## src/rtl/mem_dumper.sv

```systemverilog
// mem_dumper: memory-port initiator that either streams a contiguous address
// range out over a valid/ready handshake (dump) or writes a constant word
// across a range (fill). Ranges are inclusive and wrap modulo 2^AW.
//
// state   | meaning
// --------+--------------------------------------------------------------
// IDLE    | waiting for start; inputs latched on accepted start
// ISSUE   | read address presented to memory
// CAPTURE | read data returning on mem_in; captured at the closing edge
// HOLD    | word offered on out_*, waiting for out_ready
// FILL    | writing fill word to cur every cycle
// FIN     | one-cycle done pulse, then back to IDLE
module mem_dumper #(
    parameter int AW = 6,
    parameter int DW = 16
) (
    input  logic          clk,
    input  logic          rst_n,
    input  logic          start,
    input  logic          mode,
    input  logic [AW-1:0] base_addr,
    input  logic [AW-1:0] last_addr,
    input  logic [DW-1:0] fill_data,
    output logic          mem_we,
    output logic [AW-1:0] mem_addr,
    output logic [DW-1:0] mem_data,
    input  logic [DW-1:0] mem_in,
    output logic          out_valid,
    input  logic          out_ready,
    output logic [DW-1:0] out_data,
    output logic [AW-1:0] out_addr,
    output logic          busy,
    output logic          done
);

    typedef enum logic [2:0] {
        S_IDLE    = 3'd0,
        S_ISSUE   = 3'd1,
        S_CAPTURE = 3'd2,
        S_HOLD    = 3'd3,
        S_FILL    = 3'd4,
        S_FIN     = 3'd5
    } state_t;

    state_t        state, state_nxt;
    logic [AW-1:0] cur;
    logic [AW-1:0] last;
    logic [DW-1:0] fill;
    logic          at_last;

    assign at_last = (cur == last);

    // State register; reset aborts any operation immediately.
    always_ff @(posedge clk or negedge rst_n) begin
        if (!rst_n) state <= S_IDLE;
        else        state <= state_nxt;
    end

    // Next-state decode.
    always_comb begin
        state_nxt = state;
        case (state)
            S_IDLE:    if (start) state_nxt = mode ? S_FILL : S_ISSUE;
            S_ISSUE:   state_nxt = S_CAPTURE;
            S_CAPTURE: state_nxt = S_HOLD;
            S_HOLD:    if (out_ready) state_nxt = at_last ? S_FIN : S_ISSUE;
            S_FILL:    if (at_last) state_nxt = S_FIN;
            S_FIN:     state_nxt = S_IDLE;
            default:   state_nxt = S_IDLE;
        endcase
    end

    // Range/operand latches, address walker and the registered output word.
    always_ff @(posedge clk or negedge rst_n) begin
        if (!rst_n) begin
            cur       <= '0;
            last      <= '0;
            fill      <= '0;
            out_valid <= 1'b0;
            out_data  <= '0;
            out_addr  <= '0;
        end else begin
            case (state)
                S_IDLE: begin
                    if (start) begin
                        cur  <= base_addr;
                        last <= last_addr;
                        fill <= fill_data;
                    end
                end
                S_CAPTURE: begin
                    out_data  <= mem_in;
                    out_addr  <= cur;
                    out_valid <= 1'b1;
                end
                S_HOLD: begin
                    if (out_ready) begin
                        out_valid <= 1'b0;
                        if (!at_last) cur <= cur + AW'(1);
                    end
                end
                S_FILL: begin
                    if (!at_last) cur <= cur + AW'(1);
                end
                default: ;
            endcase
        end
    end

    // Memory port and status outputs, decoded from state so mem_we falls
    // as soon as reset forces IDLE.
    always_comb begin
        mem_we   = 1'b0;
        mem_addr = '0;
        mem_data = '0;
        busy     = (state != S_IDLE);
        done     = (state == S_FIN);
        case (state)
            S_ISSUE, S_CAPTURE: mem_addr = cur;
            S_FILL: begin
                mem_we   = 1'b1;
                mem_addr = cur;
                mem_data = fill;
            end
            default: ;
        endcase
    end

endmodule

```

## config.mk

```make
export PLATFORM = sky130hd
export DESIGN_NAME = mem_dumper
export DESIGN_NICKNAME = d
export VERILOG_FILES = /design/src/rtl/mem_dumper.sv
export SDC_FILE = /design/constraint.sdc
export NUM_CORES = 1
export LEC_CHECK = 0
export BUFFER_PORTS_ARGS = -buffer_cell sky130_fd_sc_hd__buf_2
export CORE_MARGIN = 5
export CORE_UTILIZATION = 38
export CTS_CLUSTER_DIAMETER = 150
export DETAILED_ROUTE_END_ITERATION = 6
export GPL_TIMING_DRIVEN = 1
export PLACE_DENSITY = 0.66
export REMOVE_ABC_BUFFERS = 1
export SLEW_MARGIN = 15
export SYNTH_ARGS = -nofsm -noshare
export SYNTH_HDL_FRONTEND = slang
export SYNTH_SLANG_ARGS = --single-unit
export TNS_END_PERCENT = 10
```

## constraint.sdc

```tcl
create_clock -name clk -period 2.2 [get_ports clk]
set_clock_uncertainty 0.05 [all_clocks]
set_input_delay 0.33 -clock clk [delete_from_list [all_inputs] [get_ports clk]]
set_output_delay 0.33 -clock clk [all_outputs]
set_load 0.02 [all_outputs]
```

==> impl_metrics.ini <==
[outcome]
status = finished, final reports clean

[clock_network]
tritoncts = yes
clkSinkCount = 54
htree_num_levels = 2
worst_setup_hold_path_clk_slew_ns = 0.10
number_of_clock_buffers_inserted_by_tritoncts = 5
cts_setup_buffers = 0
clock_insertion_delay_worst_skew_ns = 0.30
cts.path.max_buffers = 2
cts.root.buffer_cell = sky130_fd_sc_hd__clkbuf_8

[routing]
vias_after_detailed_routing = 1898
route.detailed.wl_per_inst_um = 16.0
initialDrtViolationCount = 91
drtPass1Iterations = 4
remaining_drc_errors = 0
routed_wl_um = 6080
viasPerCell = 5.01
ant_nets = 0

[grt]
grt_start_max_net_pins = 55
gr-usage-met1_pct = 18.5
top_usage_layer = met2
number_of_global_route_vias_before_repair = 2093
gr-usage-met2_pct = 24.3
overall_fraction_of_global_route_tracks_in_use_pct = 14.9
met3_usage_pct = 5.50
antenna_found_initial = 0
first_pass_grt_wire_length_um = 10100
gr-total-overflow = 0

[layout]
fin_area_um2 = 3270
flow.area_growth_from_synthesis_pct = 28.0
top_library_cells_by_usage_in_the_layout_fill_and_taps_aside = 96 x sky130_fd_sc_hd__buf_2, 53 x sky130_fd_sc_hd__dfrtp_1, 44 x sky130_fd_sc_hd__mux2_2
layout.area.seq_um2 = 1350
finish.cell_count_without_fillers = 379
final_util_pct = 49.0
antenna_cells_inserted = 0
multi_input_comb_area_um2 = 1130
fill_cells = 652
drive_above_1_share_pct = 55.9
layout.cells.most_common = sky130_fd_sc_hd__buf_2
nets = 348

[sta]
slew_limit_headroom_pct = 54.3
setup-violations-final = 0
worst_hold_slack_ns = 0.0840
final-hold-violation-count = 0
setup_tns_ns = 0
number_of_pins_with_negative_max_slew_slack_in_the_final_report = 0
worstMarginPinSlew_ns = 0.686
finalWorstPathRequiredPeriod_ns = 2.05
grt_setup_unrepaired = no
worst_path_setup_slack_after_routing_ns = 0.146
final_min_period_over_clock_period_pct = 93.4
timing.fmax_mhz = 487

[synthesis]
synth.top_cells.by_area = sky130_fd_sc_hd__dfrtp_1 53%, sky130_fd_sc_hd__mux2_2 19%, sky130_fd_sc_hd__and3_1 4.4%, sky130_fd_sc_hd__xor2_1 2.1%, sky130_fd_sc_hd__mux2i_1 1.6%
yosys_warnings = 0
synth_top_cell_area_share_pct = 52.8
yosys.cell_types.count = 40
synth_sequential_area_ratio_pct = 52.8
syn_inst = 198
ys_seq_elements = 54
synth_area_um2 = 2560
post_synth.cell_area_avg_um2 = 12.9
leading_area_contributor_after_synthesis = sky130_fd_sc_hd__dfrtp_1

[worst_setup_path]
r2r_end = cur[1]
worst_path_max_delay_cell = sky130_fd_sc_hd__dfrtp_2
cp_num_cells = 4
reg2reg_depth = 5
worst-r2r-setup-slack_ns = 0.33
regToRegStartpoint = state[2]
critical_path.max_fanout = 8
worst-endpoint-required_ns = 1.82
crit_path_cell_trace = or3b_1, o21ai_1, and2_2, buf_2
max_stage_delay_ns = 0.43
timing_worst_setup_path_type = reg2out
timing.critical_path.from_type = flip-flop
number_of_buffer_and_inverter_stages_on_the_critical_path = 1
timing.critical_path.max_delay_family = simple AND/OR/NAND/NOR gates
worstSetupEndpointType = output port
worst-endpoint-arrival_ns = 1.67

[floorplanning]
i_o_pins = 97
design.core.area_um2 = 6680
core.rowCount = 30
floorplan.die_area_um2 = 8470
floorplan.die.width_um = 92.1
die_height_um = 92.1
initial_core_util_pct = 38.3

[placed_design]
portBuffers = 96
dp_hpwl_um = 4560
placed_cells = 371
dpl_cell_area_um2 = 3160
dp_slack_ns = 0.298
gp_congestion = 0.802

[power_and_ir_drop]
p_leak_nw = 1.64
final_total_pwr_mw = 4.86
ir_worst_vdd_v = 0.000672
cellPowerDensity_nw_per_um2 = 1490

[flow_run]
timing.max_cap.violations = 0

[worst_hold_path]
worstHoldPathType = in2async
==> registers in the layout (all words and copies together) (netlist names) <==
name / flops
cur: 6
fill: 16
last: 6
out_addr: 6
out_data: 16
out_valid: 1
state: 3
==> cell families (layout without fill, tap and decap cells) <==
kind of cell / count (synthesis) / in the layout / synth area share (%)
DFF: 54 / 54 / 52.8
muxes: 50 / 50 / 22.0
and+or+nand+nor: 46 / 46 / 12.1
AOI/OAI and AO/OA: 23 / 23 / 6.80
buffers and inverters: 17 / 118 / 3.42
xor gates and xnor gates: 7 / 7 / 2.40
adders and majority gates: 1 / 1 / 0.489
==> Yosys cell counts (all sizes together) <==
library cell and count:
dfrtp 54, mux2 46, and3 18, buf 10
and2 7, xor2 6, a211oi 5, nand2 5
a21oi 4, a2bb2oi 4, clkbuf 4, mux2i 4
nor2 4, inv 3, a21o 2, a32oi 2
nand3b 2, nand4 2, nor3 2, nor3b 2
and3b 1, ha 1, nand3 1, nor4 1
o21a 1, o21ai 1, o22ai 1, o2bb2ai 1
o31ai 1, o32a 1, or3b 1, xnor2 1
==> timing repair <==
item,4_1_cts,5_1_grt
resized for setup,0,3
hold buffers,0,0
endpoints found under the hold margin,0,0
setup endpoints to repair,0,17
==> worst max path at each step <==
stage              from     endpoint  slack [ns]
2_1_floorplan  state[2]  out_data[0]        0.02
3_3_place_gp   state[2]       cur[1]        0.36
3_5_place_dp   state[2]       cur[1]        0.30
4_1_cts        state[0]  mem_addr[4]        0.02
5_1_grt        state[2]  mem_addr[4]        0.02
6_report       state[2]  mem_addr[4]        0.15
==> where the power goes <==
part | leakage (nW) | switching (mW) | internal (mW) | total [mW]
logic | 0.949 | 1.28 | 1.12 | 2.40
registers | 0.635 | 0.321 | 1.49 | 1.81
clock network | 0.0524 | 0.310 | 0.341 | 0.651
total | 1.64 | 1.91 | 2.96 | 4.86
==> routing by layer <==
| layer | part of all wire, % | vias to the layer above |
|---|---|---|
| li1 | - | 912 |
| met1 | 43 | 917 |
| met2 | 48 | 59 |
| met3 | 7.3 | 10 |
| met4 | 1.5 | 0 |
| met5 | 0 | - |
==> cell type report <==
cell class | instances | share of cell area, %
multi-input combinational | 127 | 34.5
clock buffer | 7 | 2.33
tap | 80 | 3.06
timing repair buffer | 107 | 17.6
clock inverter | 1 | 0.917
sequential | 54 | 41.3
inverter | 3 | 0.344
==> worst reg2reg max path, cell delays in order (launching register included) <==
cell and delay [ns]:
sky130_fd_sc_hd__dfrtp_2 0.45, sky130_fd_sc_hd__buf_4 0.22, sky130_fd_sc_hd__nor3_2 0.28, sky130_fd_sc_hd__nor3_2 0.13
sky130_fd_sc_hd__a21oi_2 0.31, sky130_fd_sc_hd__mux2_4 0.33
(Power assumes the default switching activity.)
